--- src/rtl/ssd_scan_controller.sv ---
// rtl/ssd_scan_controller.sv - time-multiplexed, double-buffered seven-segment scan controller
// Optional build macro: SSD_LEADING_ZERO_BLANK_EN (suppresses leading zero digits when defined)
module ssd_scan_controller #(
    parameter int NUM_DIGITS   = 4,
    parameter int REFRESH_DIV  = 100000,
    parameter int BLANK_CYCLES = 1000
) (
    input  logic                                                clk,
    input  logic                                                reset,
    input  logic [4*NUM_DIGITS-1:0]                             value,
    input  logic [NUM_DIGITS-1:0]                               dp_mask,
    input  logic [NUM_DIGITS-1:0]                               digit_en,
    input  logic                                                load,
    output logic [3:0]                                          nibble,
    output logic [NUM_DIGITS-1:0]                               an,
    output logic                                                dp_n,
    output logic [((NUM_DIGITS > 1) ? $clog2(NUM_DIGITS) : 1)-1:0] digit_idx,
    output logic                                                frame_start
);

    localparam int CW = $clog2(REFRESH_DIV);
    localparam int IW = (NUM_DIGITS > 1) ? $clog2(NUM_DIGITS) : 1;
    localparam logic [CW-1:0] CNT_LAST  = CW'(REFRESH_DIV - 1);
    localparam logic [CW-1:0] BLANK_END = CW'(BLANK_CYCLES);
    localparam logic [IW-1:0] IDX_LAST  = IW'(NUM_DIGITS - 1);

    // r_run is clear only in the cycle straight out of reset; that idle cycle lets the
    // first post-reset edge present slot 0 / prescaler 0 with frame_start high.
    logic                    r_run;
    logic [CW-1:0]           r_cnt;
    logic [IW-1:0]           r_idx;
    logic [4*NUM_DIGITS-1:0] r_pend_val;
    logic [NUM_DIGITS-1:0]   r_pend_dp;
    logic                    r_pend_valid;
    logic [4*NUM_DIGITS-1:0] r_act_val;
    logic [NUM_DIGITS-1:0]   r_act_dp;

    logic                    w_cnt_wrap;
    logic                    w_swap;
    logic [CW-1:0]           w_cnt_nxt;
    logic [IW-1:0]           w_idx_nxt;
    logic [4*NUM_DIGITS-1:0] w_act_val_nxt;
    logic [NUM_DIGITS-1:0]   w_act_dp_nxt;
    logic [NUM_DIGITS-1:0]   w_show;
    logic [3:0]              w_nib_nxt;
    logic [NUM_DIGITS-1:0]   w_an_nxt;
    logic                    w_dpn_nxt;
    logic                    w_fs_nxt;

    // Next prescaler/slot position and the active buffer that position will display.
    // Outputs are registered from these next-state values so they line up with the
    // prescaler and digit_idx registers in the same cycle.
    always_comb begin
        w_cnt_wrap    = (r_cnt == CNT_LAST);
        w_swap        = r_run && w_cnt_wrap && (r_idx == IDX_LAST) && r_pend_valid;
        w_cnt_nxt     = '0;
        w_idx_nxt     = '0;
        if (r_run) begin
            w_cnt_nxt = w_cnt_wrap ? '0 : r_cnt + 1'b1;
            w_idx_nxt = r_idx;
            if (w_cnt_wrap) begin
                w_idx_nxt = (r_idx == IDX_LAST) ? '0 : r_idx + 1'b1;
            end
        end
        w_act_val_nxt = w_swap ? r_pend_val : r_act_val;
        w_act_dp_nxt  = w_swap ? r_pend_dp  : r_act_dp;
        w_fs_nxt      = (w_cnt_nxt == '0) && (w_idx_nxt == '0);
    end

`ifdef SSD_LEADING_ZERO_BLANK_EN
    // A digit is shown when it or any more-significant active nibble is non-zero; digit 0 always.
    always_comb begin
        w_show = '1;
        for (int i = 1; i < NUM_DIGITS; i++) begin
            w_show[i] = |(w_act_val_nxt >> (4 * i));
        end
    end
`else
    assign w_show = '1;
`endif

    // Select the scanned digit's nibble and drive at most one anode outside the blank interval.
    always_comb begin
        w_nib_nxt = '0;
        w_an_nxt  = '1;
        w_dpn_nxt = 1'b1;
        for (int i = 0; i < NUM_DIGITS; i++) begin
            if (w_idx_nxt == IW'(i)) begin
                w_nib_nxt = w_act_val_nxt[4*i +: 4];
                if ((w_cnt_nxt >= BLANK_END) && digit_en[i] && w_show[i]) begin
                    w_an_nxt[i] = 1'b0;
                    w_dpn_nxt   = ~w_act_dp_nxt[i];
                end
            end
        end
    end

    // Prescaler, slot index and the pending/active double buffer.
    always_ff @(posedge clk) begin
        if (reset) begin
            r_run        <= 1'b0;
            r_cnt        <= '0;
            r_idx        <= '0;
            r_pend_val   <= '0;
            r_pend_dp    <= '0;
            r_pend_valid <= 1'b0;
            r_act_val    <= '0;
            r_act_dp     <= '0;
        end else begin
            r_run <= 1'b1;
            r_cnt <= w_cnt_nxt;
            r_idx <= w_idx_nxt;
            if (w_swap) begin
                r_act_val <= r_pend_val;
                r_act_dp  <= r_pend_dp;
            end
            // A load on the frame boundary lands in pending after the old contents moved on.
            if (load) begin
                r_pend_val   <= value;
                r_pend_dp    <= dp_mask;
                r_pend_valid <= 1'b1;
            end else if (w_swap) begin
                r_pend_valid <= 1'b0;
            end
        end
    end

    // Registered display outputs.
    always_ff @(posedge clk) begin
        if (reset) begin
            nibble      <= '0;
            an          <= '1;
            dp_n        <= 1'b1;
            frame_start <= 1'b0;
        end else begin
            nibble      <= w_nib_nxt;
            an          <= w_an_nxt;
            dp_n        <= w_dpn_nxt;
            frame_start <= w_fs_nxt;
        end
    end

    assign digit_idx = r_idx;

endmodule

--- config.mk ---
export PLATFORM = sky130hd
export DESIGN_NAME = ssd_scan_controller
export DESIGN_NICKNAME = d
export VERILOG_FILES = /design/src/rtl/ssd_scan_controller.sv
export SDC_FILE = /design/constraint.sdc
export NUM_CORES = 1
export LEC_CHECK = 0
export CORE_MARGIN = 2
export CORE_UTILIZATION = 50
export DETAILED_ROUTE_END_ITERATION = 12
export PLACE_DENSITY = 0.87
export SETUP_SLACK_MARGIN = 0.05
export SLEW_MARGIN = 0
export SYNTH_ARGS = -nofsm -noshare
export SYNTH_HDL_FRONTEND = slang
export SYNTH_SLANG_ARGS = --single-unit
--- constraint.sdc ---
create_clock -name clk -period 2.8 [get_ports clk]
set_input_delay 0.28 -clock clk [delete_from_list [all_inputs] [get_ports clk]]
set_output_delay 0.28 -clock clk [all_outputs]
set_load 0.01 [all_outputs]
# After elaboration in Yosys (flattened, before gate mapping)
# Index checks and enable logic that the tools add are counted.
totals:
  ramBits: 0
  elab_cells: 72
  romBits: 0
  register_bits: 71
  out_inout_bits: 12
  mem_count: 0
  latchBits: 0
classes:
  n_eq_ne: 5
  reduce_logical: 15
  bitwise: 8
  order_cmp: 1
  multipliers: 0
  n_div: 0
  add_sub_neg: 2
  muxes: 26
  shift: 0
ops:
  columns: ["op", "count"]
  rows:
  - ["$mux 17", 2]
  - ["$mux 4", 5]
  - ["$add 17x1->17 const B", 1]
  - ["$eq 17x17->1 const B", 1]
  - ["$ge 17x10->1 const B", 1]
  - ["$logic_not 17->1", 1]
  - ["$mux 16", 1]
  - ["$mux 1", 15]
  - ["$logic_and 1x1->1", 8]
  - ["$not 1->1", 8]
  - ["$reduce_or 2->1", 4]
  - ["$eq 2x2->1 const B", 3]
  - ["$mux 2", 3]
  - ["$add 2x1->2 const B", 1]
  - ["$eq 2x1->1 const B", 1]
  - ["$logic_not 2->1", 1]
  - ["$reduce_bool 2->1", 1]

# Logic depth before layout (Yosys ltp)
depth:
  word_depth: 14
  ltp_mapped: 11
  ltp_nobuf: 8

# Worst setup path before layout
# OpenSTA, ideal clock, no wires.
synth_timing:
  path_type: "reg2reg"
  start: "register r_cnt[0]"
  end: "register nibble[1]"
  path_stages_with_launch: 12
  required_time_ns: 2.665
  period_less_slack_ns: 2.785
  slack_ns: 0.015
  path_buffers: 3
  setup_time_ns: 0.135
  arrival_ns: 2.650
  cell_sequence: "dfxtp_1 > ha_1 > nand4_1 > or3_1 > buf_2 > or2_0 > buf_6 > a31oi_2 > buf_6 > mux2_1 > nor3b_1 > a2111oi_2"
synth_between:
  elab_chain_len: 9
  word_cells_on_any_way: 15
synth_lines:
  columns: ["element", "line", "source"]
  rows:
  - ["start: declaration", "30", "logic [CW-1:0] r_cnt;"]
  - ["start signal: assignment", "111", "r_cnt <= w_cnt_nxt;"]
  - ["$eq 17x17->1 *", "54", "w_cnt_wrap = (r_cnt == CNT_LAST);"]
  - ["$logic_and 1x1->1 (3 in series)", "55", "w_swap = r_run && w_cnt_wrap && (r_idx == IDX_LAST) && r_pend_valid;"]
  - ["$mux 16", null, null]
  - ["$mux 4 (3 in series)", "88", "if (w_idx_nxt == IW'(i)) begin"]
  - ["$mux 4 *", "88", null]
  - ["end signal: assignment", "136", "nibble <= w_nib_nxt;"]
  - ["end: declaration", "14", "output logic [3:0] nibble,"]
# Every way passes the cells marked *; elsewhere a longest branch is shown, timed or not.
# A chain may end at the register's enable or synchronous reset.

# Worst setup path after layout
layout_timing:
  start: "register r_cnt[13]"
  end: "register nibble[2]"
# The elaborated chain is that of the path after synthesis.

==> metrics.md <==
| Metric | Value |
|---|---|
| Synth Area in Compound Gates | 8.931% |
| Largest family of logic cells by synthesized area | simple AND/OR/NAND/NOR gates |
| # DRC | 0 |
| Cts hold-fix bufs | 0 |
| Row count | 28 |
| Critical path's largest stage delay | 390 ps |
| RePlAce Congestion | 0.8508 |
| FF-to-FF path depth | 9 |
| TritonRoute pass-1 iters | 4 |
| Internal power | 1458 uW |
| Worst Hold End | r_cnt[0]$_SDFF_PP0_ |
| Fmax | 379.6 MHz |
| Proportion of layout cells with a drive suffix above 1 | 11.97% |
| Final #Nets | 425 |
| Clock Latency Late Sink | 340 ps |
| WL final | 7125 um |
| Util after Layout | 64.45% |
| Top post-synthesis cells by area | dfxtp_1 45%, mux2i_1 11%, nor2_1 6.2%, nand2_1 5.6%, xnor2_1 3.3% |
| CP bufs+invs | 2 |
| Htree depth | 3 |
| Port Buffer Count | 38 |
| Clock power frac | 39.0% |
| Top cell type's share of synthesized area | 45.30% |
| Reg2reg start | r_cnt[13]$_SDFF_PP0_ |
| CTS root buffer | clkbuf_8 |
| Die Y | 83.22 um |
| Placed Area | 3615 um^2 |
| Setup ws final | 165.7 ps |
| Finish-stage setup viols | 0 |
| Synthesized instance count | 354 |
| Hold Fails Final Rpt | 0 |
| Synth unique cells | 46 |
| CP Launch Type | flop |
| Max Slew Vio Count | 0 |
| Worst endpoint data arrival time | 2870 ps |
| Synthesized area | 3138 um^2 |
| Critical path's slowest cell | or3_4 |
| Initial antenna violation count | 0 |
| Initial drt markers | 220 |
| Crit path max fanout | 8 |
| Die X | 83.22 um |
| Worst-margin pin slew | 568.3 ps |
| Worst Clk Skew | 6.883 ps |
| Post-synthesis mux area share | 13.28% |
| Slew margin rel. | 61.76% |
| Post-route cell area | 3861 um^2 |
| Min-Delay Path Depth | 1 |
| Unrepaired setup endpoints after global routing | false |
| Status | completed |
| Cell taking the most area after synthesis | dfxtp_1 |
| DRT antenna net count | 0 |
| Sequential area share after synthesis | 45.30% |
| Final period utilization | 94.08% |
| Gr usage total | 21.30% |
| Number of clock sinks | 71 |
| Synth Area in Adders | 0.7974% |
| Die area | 6926 um^2 |
| Setup slack at placement | 16.64 ps |
| Vias in the first global route | 2,590 |
| Sw frac | 23.20% |
| Core area | 5991 um^2 |
| Largest net degree at the start of global routing | 46 |
| I/O pins | 39 |
| Vias | 2,651 |
| Longest Clk Path Bufs | 2 |
| Post-synthesis register bit count | 71 |
| HPWL Detailed | 5069 um |
| Crit path top cell by count | or3_4 |
| CP required | 3030 ps |
| TritonCTS buffer count | 9 |
| TNS Setup | 0 ps |
| Area grow syn2layout | 23.05% |
| Syn Nets | 383 |
| Fraction of registers with async set/reset | 0% |
| Hold Crit Class | reg -> reg |
| Hold Startpoint | r_cnt[0]$_SDFF_PP0_ |
| Drt via density | 5.569 |
| Clock transition at path regs | 70 ps |
| Ys flop type | dfxtp_1 |
| Critical-path cell list | or3_4 -> or3_4 -> or2_1 -> buf_4 -> a31oi_4 -> buf_8 -> mux2i_1 -> a22oi_1 -> a22o_1 |
| Max rail drop VDD | 394.5 uV |
| Setup crit end kind | flop |
| R2R setup slack | 170 ps |
| Post-Synth XOR/XNOR Area | 4.745% |
| Post-synth top cells | 71 x dfxtp_1, 52 x nor2_1, 47 x nand2_1 |
| EDFF count, synth | 0 |
| Most instantiated library cell after synthesis | dfxtp_1 |
| Reg power frac | 55.3% |
| Capture point of the worst reg-to-reg path | nibble[2]$_SDFF_PP0_ |
| Number of max-cap violations | 0 |
| Leakage | 0.001436 uW |
| Initial Util | 52.38% |
| Fill cells | 479 |
| Routed len/inst | 14.97 um |
| Cell family with most CP delay | simple AND/OR/NAND/NOR gates |
| Total grt overflow | 0 |
| Crit path kind | reg -> reg |
| Power density over cell area | 491.7 nW/um^2 |
| TritonCTS clock tree | built |
| Sw power | 440.5 uW |
| Crit path from | r_cnt[13]$_SDFF_PP0_ |
| ANT cells | 0 |
| Logic pwr share | 5.7% |
| WP depth | 9 |
| Syn Area/Cell | 8.864 um^2 |
| Global-route wire length before repair | 11,960 um |
| Period minus WS final | 2634 ps |
| Number of synthesis warnings | 0 |
| Post-Synth Simple-Gate Area | 22.89% |
## per-layer routing
metal	up-vias	routed length [um]	GRT usage, %
met5	-	0	0
met4	0	115	6.408
met1	1247	3129	25.78
met2	82	3477	35.48
li1	1308	-	-
met3	14	403	7.654
## stage by stage
stage	cells	power [uW]	hold WS [ps]
floorplan	354	1121	376.3
global placement	459	1175	435.3
detailed placement	459	1179	445.1
CTS	475	1916	455.0
global route	476	1971	478.3
finish	476	1899	459.9
## flip-flops by register name, indices dropped and copies added (netlist names)
register	cells
r_run	1
r_cnt	17
r_pend_valid	1
r_act_val	16
nibble	4
digit_idx	2
r_pend_val	16
dp_n	1
r_pend_dp	4
an	4
frame_start	1
r_act_dp	4
## area by class of cell
| class | count | area [um^2] | area share, % |
|---|---|---|---|
| Clock buffer | 11 | 151.4 | 3.921 |
| Clock inverter | 5 | 32.53 | 0.8425 |
| Inverter | 6 | 22.52 | 0.5833 |
| Multi-Input combinational cell | 255 | 1615 | 41.83 |
| Sequential cell | 71 | 1428 | 36.97 |
| Tap cell | 75 | 93.84 | 2.430 |
| Timing Repair Buffer | 53 | 518.0 | 13.42 |
## cell usage in the layout (no fill, tap or decap), drive strengths merged, types with 5 or more instances in the layout
| cell type | instances |
|---|---|
| nor3 | 9 |
| nor2 | 52 |
| inv | 6 |
| clkdlybuf4s50 | 38 |
| nand4 | 6 |
| nor4 | 5 |
| clkbuf | 12 |
| mux2i | 36 |
| xor2 | 5 |
| buf | 14 |
| a21oi | 20 |
| a31oi | 5 |
| nand3 | 16 |
| nand2 | 47 |
| dfxtp | 71 |
| xnor2 | 12 |
| mux2 | 5 |
## worst max-delay path by stage
stage,end
4_1_cts,nibble[2]$_SDFF_PP0_
3_5_place_dp,nibble[2]$_SDFF_PP0_
5_1_grt,nibble[0]$_SDFF_PP0_
6_report,nibble[2]$_SDFF_PP0_
2_1_floorplan,nibble[1]$_SDFF_PP0_
3_3_place_gp,nibble[0]$_SDFF_PP0_
## power groups by stage
| stage | clock network, uW | logic, uW | registers [uW] |
|---|---|---|---|
| detailed placement | 0 | 108 | 1070 |
| floorplan | 0 | 56.3 | 1060 |
| global placement | 0 | 105 | 1070 |
| global route | 801 | 119 | 1050 |
| CTS | 760 | 109 | 1050 |
| finish | 741 | 108 | 1050 |
## what timing repair did
action | CTS | global route
endpoints found under the setup margin | 3 | 5
pin swaps | 0 | 1
gates resized for setup | 2 | 8
cloned | 0 | 1
hold endpoints to repair | 0 | 0
buffers inserted | 0 | 0
## logic make-up (layout without fill, tap and decap cells)
group,after synthesis,after routing
adders and majority gates,2,2
buffers and inverters,28,75
xor gates and xnor gates,17,17
DFF,71,71
and+or+nand+nor,155,155
AOI/OAI and AO/OA,40,40
muxes,41,41
(Power assumes the default switching activity.)
